$ cat src/rtl/arm_pkg.sv
// Shared ARM pipeline definitions: condition codes, NZCV flag indices, ALU command encodings.
package arm_pkg;

  localparam int unsigned NZCV_W = 4;

  localparam int unsigned FLAG_N = 3;
  localparam int unsigned FLAG_Z = 2;
  localparam int unsigned FLAG_C = 1;
  localparam int unsigned FLAG_V = 0;

  typedef enum logic [3:0] {
    EQ = 4'b0000, NE = 4'b0001, CS = 4'b0010, CC = 4'b0011,
    MI = 4'b0100, PL = 4'b0101, VS = 4'b0110, VC = 4'b0111,
    HI = 4'b1000, LS = 4'b1001, GE = 4'b1010, LT = 4'b1011,
    GT = 4'b1100, LE = 4'b1101, AL = 4'b1110, NV = 4'b1111
  } cond_e;

  // Data-processing opcodes, shared with the ALU
  typedef enum logic [3:0] {
    CMD_AND = 4'h0, CMD_EOR = 4'h1, CMD_SUB = 4'h2, CMD_RSB = 4'h3,
    CMD_ADD = 4'h4, CMD_ADC = 4'h5, CMD_SBC = 4'h6, CMD_RSC = 4'h7,
    CMD_TST = 4'h8, CMD_TEQ = 4'h9, CMD_CMP = 4'hA, CMD_CMN = 4'hB,
    CMD_ORR = 4'hC, CMD_MOV = 4'hD, CMD_BIC = 4'hE, CMD_MVN = 4'hF
  } exe_cmd_e;

endpackage

$ cat src/rtl/status_cond_unit_cond_eval.sv
// Pure combinational ARM condition-code evaluator over an NZCV vector.
module cond_eval
  import arm_pkg::*;
(
  input  cond_e              cond,
  input  logic [NZCV_W-1:0]  nzcv,
  output logic               pass
);

  logic n, z, c, v;

  assign n = nzcv[FLAG_N];
  assign z = nzcv[FLAG_Z];
  assign c = nzcv[FLAG_C];
  assign v = nzcv[FLAG_V];

  always_comb begin
    pass = 1'b0;
    case (cond)
      EQ: pass = z;
      NE: pass = !z;
      CS: pass = c;
      CC: pass = !c;
      MI: pass = n;
      PL: pass = !n;
      VS: pass = v;
      VC: pass = !v;
      HI: pass = c && !z;
      LS: pass = !c || z;
      GE: pass = (n == v);
      LT: pass = (n != v);
      GT: pass = !z && (n == v);
      LE: pass = z || (n != v);
      AL: pass = 1'b1;
      NV: pass = 1'b0;
      default: pass = 1'b0;
    endcase
  end

endmodule

$ cat src/rtl/status_cond_unit.sv
// Architectural NZCV register, ID-stage condition check, flag-hazard stall and event counters.
// Build option: define FLAG_FWD_EN to forward EXE flags into the condition check instead of stalling.
module status_cond_unit
  import arm_pkg::*;
#(
  parameter int unsigned      CNT_W     = 32,
  parameter logic [NZCV_W-1:0] RST_FLAGS = 4'b0000
) (
  input  logic               clk,
  input  logic               rst,
  input  logic               exe_valid,
  input  logic               exe_s,
  input  logic [NZCV_W-1:0]  alu_status,
  input  logic               id_valid,
  input  logic [3:0]         id_cond,
  input  logic               freeze,
  input  logic               flush,
  output logic [NZCV_W-1:0]  status_q,
  output logic               cin,
  output logic               cond_pass,
  output logic               flag_stall,
  output logic [CNT_W-1:0]   fail_cnt,
  output logic [CNT_W-1:0]   stall_cnt
);

  logic              flag_wr;
  logic [NZCV_W-1:0] eff_flags;
  logic              eval_pass;
  logic              fail_inc;
  logic              stall_inc;

  assign flag_wr = exe_valid && exe_s && !flush;

`ifdef FLAG_FWD_EN
  // In-flight flags bypass the register, so no hazard can arise
  assign eff_flags  = flag_wr ? alu_status : status_q;
  assign flag_stall = 1'b0;
`else
  assign eff_flags  = status_q;
  assign flag_stall = !rst && flag_wr && id_valid && (id_cond != AL);
`endif

  cond_eval u_cond_eval (
    .cond (cond_e'(id_cond)),
    .nzcv (eff_flags),
    .pass (eval_pass)
  );

  assign cond_pass = !rst && id_valid && !flag_stall && eval_pass;
  assign cin       = status_q[FLAG_C];

  // A frozen ID instruction is only counted once it is allowed to advance
  assign fail_inc  = id_valid && !flag_stall && !freeze && !flush && !eval_pass;
  assign stall_inc = flag_stall && !flush;

  always_ff @(posedge clk) begin
    if (rst) begin
      status_q  <= RST_FLAGS;
      fail_cnt  <= '0;
      stall_cnt <= '0;
    end else begin
      if (flag_wr) begin
        status_q <= alu_status;
      end
      if (fail_inc && (fail_cnt != '1)) begin
        fail_cnt <= fail_cnt + CNT_W'(1);
      end
      if (stall_inc && (stall_cnt != '1)) begin
        stall_cnt <= stall_cnt + CNT_W'(1);
      end
    end
  end

endmodule
$ cat config.mk
export PLATFORM = sky130hd
export DESIGN_NAME = status_cond_unit
export DESIGN_NICKNAME = d
export VERILOG_FILES = /design/src/rtl/arm_pkg.sv /design/src/rtl/status_cond_unit_cond_eval.sv /design/src/rtl/status_cond_unit.sv
export SDC_FILE = /design/constraint.sdc
export NUM_CORES = 1
export LEC_CHECK = 0
export CORE_ASPECT_RATIO = 1.1
export CORE_MARGIN = 2
export CORE_UTILIZATION = 43
export CTS_CLUSTER_SIZE = 30
export DETAILED_ROUTE_END_ITERATION = 7
export GPL_TIMING_DRIVEN = 0
export PLACE_DENSITY_LB_ADDON = 0.08
export SLEW_MARGIN = 30
export SYNTH_ARGS = -nofsm -noshare
export SYNTH_HDL_FRONTEND = slang
export SYNTH_SLANG_ARGS = --single-unit
$ cat constraint.sdc
create_clock -name clk -period 5.5 [get_ports clk]
set_input_delay 0.825 -clock clk [delete_from_list [all_inputs] [get_ports clk]]
set_output_delay 0.825 -clock clk [all_outputs]
set_load 0.03 [all_outputs]
---- Yosys cells after proc, flatten, opt, wreduce, memory -nomap -nowiden ----
Index checks and enable logic that the tools add are counted.
word-level totals
  input bits .............................. 15
  output and inout bits ................... 71
  word-level logic and storage cells ...... 55
  bits in registers ....................... 68
cells by class
  $add $sub $neg .......................... 2
  mux-type cells .......................... 1
  reductions and logical operators ........ 29
  equal/unequal tests ..................... 20
operator list
  cell                                                              count
  32-bit by 1-bit adder with 32-bit output (second input constant)  2
  32-bit inequality test (second input constant)                    2
  4-bit == test (second input constant)                             8
  1-bit logical AND                                                 17
  4-bit by 3-bit == test with 1-bit output (second input constant)  4
  1-bit case mux with 16 select lines                               1
  1-bit zero test                                                   9
  4-bit by 2-bit == test with 1-bit output (second input constant)  2
  4-bit by 1-bit == test with 1-bit output (second input constant)  1
  4-bit zero test                                                   1
  4-bit inequality test (second input constant)                     1
  1-bit logical OR                                                  2
  1-bit == test                                                     1
  1-bit inequality test                                             1

---- Logic depth before layout (Yosys ltp) ----
  depth in word-level cells ............... 11
  gate-level depth with buffers ........... 10
  gate-level depth less buffers ........... 7

---- By module ----
A second synthesis with hierarchy kept.
unflattened totals
  cells, all modules ...................... 468
  area total of the unflattened synthesis .. 3802.4 µm²
modules (own cells, without submodules)
  module            times used  seq. area each (µm²)  cells an instance  area each (µm²)
  status_cond_unit  1           1361.3                445                3647.2
  cond_eval         1           0.0                   23                 155.1

---- Worst setup path after synthesis ----
Ideal clock, no wire load.
  kind .................................... input to output
  start point ............................. input id_cond[3]
  end point ............................... output cond_pass
  stages .................................. 5
  path buffers ............................ 1
  required time ........................... 4.675 ns
  slack ................................... 1.582 ns
  arrival time ............................ 3.093 ns
  path through ............................ buf_2 -> nor4b_1 -> o21ai_1 -> and4_1 -> a2111oi_0
between the ends
  cells in the longest elaborated chain, start to end .. 5
  elaborated cells on any way between the ends .. 22
  classes of those cells .................. eq/ne (16); mux (1); reduce/logical (5)
RTL lines
  item                                                                         line                    text
  start, declared                                                              status_cond_unit.sv:15  input logic [3:0] id_cond,
  branches (longest 4 deep; another with 1-bit case mux with 16 select lines)  -
  1-bit logical AND (*)                                                        status_cond_unit.sv:49  assign cond_pass = !rst && id_valid && !flag_stall && eval_pass;
  end, declared                                                                status_cond_unit.sv:20  output logic cond_pass,
Mark *: on every way between the ends.

---- Worst setup path after layout ----
  start point ............................. input id_cond[0]
  end point ............................... output cond_pass
Same word-level chain as after synthesis.

==> metrics.md <==
| Metric | Value |
|---|---|
| DP HPWL | `roughly 6700 um` |
| R2r worst-path depth | `7` |
| Hold Crit Start | `fail_cnt[16]$_SDFFE_PP0P_` |
| Sequential fraction of the synthesis area | `37.95%` |
| RSZ-0062 raised after global routing | `no` |
| Count of different cell masters after synthesis | `46` |
| Starting Density | `44.85%` |
| Peak supply drop | `~120 uV` |
| Via/cell ratio | `between 5 and 6` |
| Largest net degree at the start of global routing | `13` |
| Most used DFF post-synth | `dfxtp_1` |
| Latest clock arrival within the worst-skew pair | `about 350 ps` |
| Worst-path clk slew | `about 80 ps` |
| Std-Cell Rows | `34` |
| Leak Pwr | `approximately 1.6 nW` |
| Worst R2R Setup Slack | `about 2900 ps` |
| First-pass GRT wire length | `roughly 16000 um` |
| Pwr/cell area | `~210 nW/um2` |
| Core area | `roughly 8000 um2` |
| Crit path DAT | `~3400 ps` |
| DRC viols | `0` |
| Worst path required time | `4680 ps` |
| Period utilisation layout | `75.98%` |
| Final wirelength | `9147 um` |
| Worst slew pin tran | `646.6 ps` |
| Worst hold path endpoint | `fail_cnt[16]$_SDFFE_PP0P_` |
| Outcome | `finished clean` |
| Commonest non-fill, non-tap cell in the layout | `clkdlybuf4s50_1` |
| NumNets Final | `about 550` |
| Post-synth ARST share | `0%` |
| Routed Antenna Nets | `0` |
| CP endpoint kind | `primary output` |
| Setup bufs post-CTS | `0` |
| GRT Total Usage | `between 20% and 30%` |
| Post-CTS Hold Buffers | `0` |
| Setup violators final | `0` |
| Yosys reg bits | `roughly 70` |
| EDFF count, synth | `0` |
| Via count | `around 3600` |
| Clock buffer depth | `2` |
| Fin Clk Skew | `about 17 ps` |
| Critical path peak fanout | `10` |
| Die Wd | `around 90 um` |
| Number of global-route vias before repair | `roughly 3300` |
| Antenna violations before repair | `0` |
| Synth warn | `0` |
| # clock sinks | `about 70` |
| FF-to-FF Start | `fail_cnt[8]$_SDFFE_PP0P_` |
| Most frequent cells in the layout | `83 x clkdlybuf4s50_1, 68 x dfxtp_1, 55 x nor2_1, 29 x nand2_1, 28 x a21oi_1` |
| Root Driver | `clkbuf_8` |
| Drt wl/cell | `~14 um` |
| Total die area | `9090 um2` |
| H-tree depth | `3` |
| Ant diodes | `0` |
| Pwr Total | `0.001020 W` |
| Total CTS buffers | `9` |
| Max-Slew Margin vs Limit | `between 50% and 60%` |
| DRT Pass-1 Iters | `4` |
| Mapped Cells | `~440` |
| Boundary Pins | `86` |
| Syn_nets | `about 460` |
| Final Critical Period | `between 4000 and 5000 ps` |
| Final Hold Viols | `0` |
| Area Overhead vs Synth | `33.24%` |
| Hold Crit Depth | `2` |
| HP Class | `reg -> reg` |
| Critical R2R Capture | `fail_cnt[12]$_SDFFE_PP0P_` |
| Die Y-Extent | `~100 um` |
| DRT iter0 DRCs | `approximately 210` |
| Max cap viols | `0` |
| CTS tree | `done` |
| Startpoint type of the worst setup path | `primary input` |
| Congestion Overflow GR | `0` |
| Kind of critical path | `in -> out` |
| Port Buf Inserts | `83` |
| FMAX | `between 200 and 250 MHz` |
| Max-slew violation count | `0` |
| TNS Setup | `0 ps` |
| Average size of a mapped cell | `8.190 um2` |
| Post_cts resized | `0` |
| RePlAce Congestion | `between 0.8 and 0.9` |
| Layout cell share with drive strength beyond 1 | `around 6.3%` |
| Synth Cell Area | `3587 um2` |
Yosys cell counts, drive strengths merged, types with 2 or more instances:
| library cell | number | area [um2] |
|---|---|---|
| mux2i | 9 | 90.09 |
| nor2b | 9 | 56.30 |
| and4b | 2 | 23.77 |
| nand4b | 2 | 17.52 |
| xnor2 | 16 | 140.1 |
| dfxtp | 68 | 1361 |
| o31ai | 8 | 60.06 |
| and4 | 3 | 26.28 |
| nor3b | 2 | 15.01 |
| xor2 | 13 | 113.9 |
| or3 | 21 | 131.4 |
| nand4 | 23 | 143.9 |
| clkbuf | 14 | 52.55 |
| inv | 4 | 15.01 |
| ha | 2 | 25.02 |
| nand3b | 2 | 27.53 |
| o21ai | 23 | 115.1 |
| buf | 11 | 66.31 |
| nand3 | 26 | 130.1 |
| or4 | 12 | 93.84 |
| nor3 | 18 | 95.09 |
| and3b | 2 | 17.52 |
| and3 | 9 | 56.30 |
| a21oi | 28 | 140.1 |
| nor4b | 2 | 17.52 |
| nor2 | 55 | 206.5 |
| nor4 | 9 | 90.09 |
| nand2b | 3 | 18.77 |
| nand2 | 29 | 108.9 |
| mux2 | 6 | 67.56 |
flip-flops by register name, indices dropped and copies added, names as in the netlist:
signal     count
status_q       4
stall_cnt     32
fail_cnt      32
cell families (layout without fill, tap and decap cells):
kind of cell,after synthesis,in the layout,synth area share [%]
AND/OR/NAND/NOR,230,230,35.86
flip-flops,68,68,37.95
multiplexers,15,15,4.395
buffers and inverters,29,128,3.732
adder cells (fa/ha/maj),2,2,0.6975
XOR/XNOR,29,29,7.080
AO/OA/AOI/OAI,65,65,10.29
metal layers:
layer	track usage, %	wire length (um)	vias to the layer above	part of all wire (%)
li1	-	-	1791	-
met1	26.37	4107	1732	45
met2	34.47	4395	95	48
met3	4.279	518	11	5.7
met4	7.809	125	0	1.4
met5	0	0	-	0
report_power, final:
part	switching (W)	internal (W)	total, W
logic	0.0000330	0.0000248	0.0000578
registers	0.00000224	0.000493	0.000496
clock network	0.000197	0.000269	0.000466
total	0.000232	0.000788	0.00102
final cells by class:
cell class                 instances  area (um2)
multi-input combinational        341        2092
buffer                            25       118.9
inverter                           4       15.01
sequential                        68        1361
timing repair buffer              83       830.8
fill                             784        3218
clock inverter                     5       85.08
tap                              108       135.1
clock buffer                      11       141.4
worst max-delay path by stage:
stage	from	end	slack, ps	cells past startpoint
after floorplan	id_cond[3]	cond_pass	1580	5
after global placement	id_cond[0]	cond_pass	1410	7
after detailed placement	id_cond[0]	cond_pass	1360	7
after CTS	id_cond[0]	cond_pass	1350	7
after global routing	id_cond[0]	cond_pass	1020	7
final	id_cond[0]	cond_pass	1320	7
critical path: stages:
cell,delay [ps]
clkdlybuf4s50_1,500
buf_2,210
nor4b_1,270
o21ai_1,100
and4_1,210
a2111oi_0,480
clkdlybuf4s50_1,760
through the flow:
step           util (%)  hold WS (ps)  setup WS (ps)  cells  cell area, um2
2_1_floorplan         -         614.2           1582    438            3587
3_3_place_gp      56.93         486.9           1406    629            4553
3_5_place_dp      56.93         502.3           1358    629            4553
4_1_cts           59.76         514.3           1346    645            4780
5_1_grt           59.76         531.6           1022    645            4780
6_report          59.76         514.0           1321    645            4780
Power figures use the tool's default switching activity.
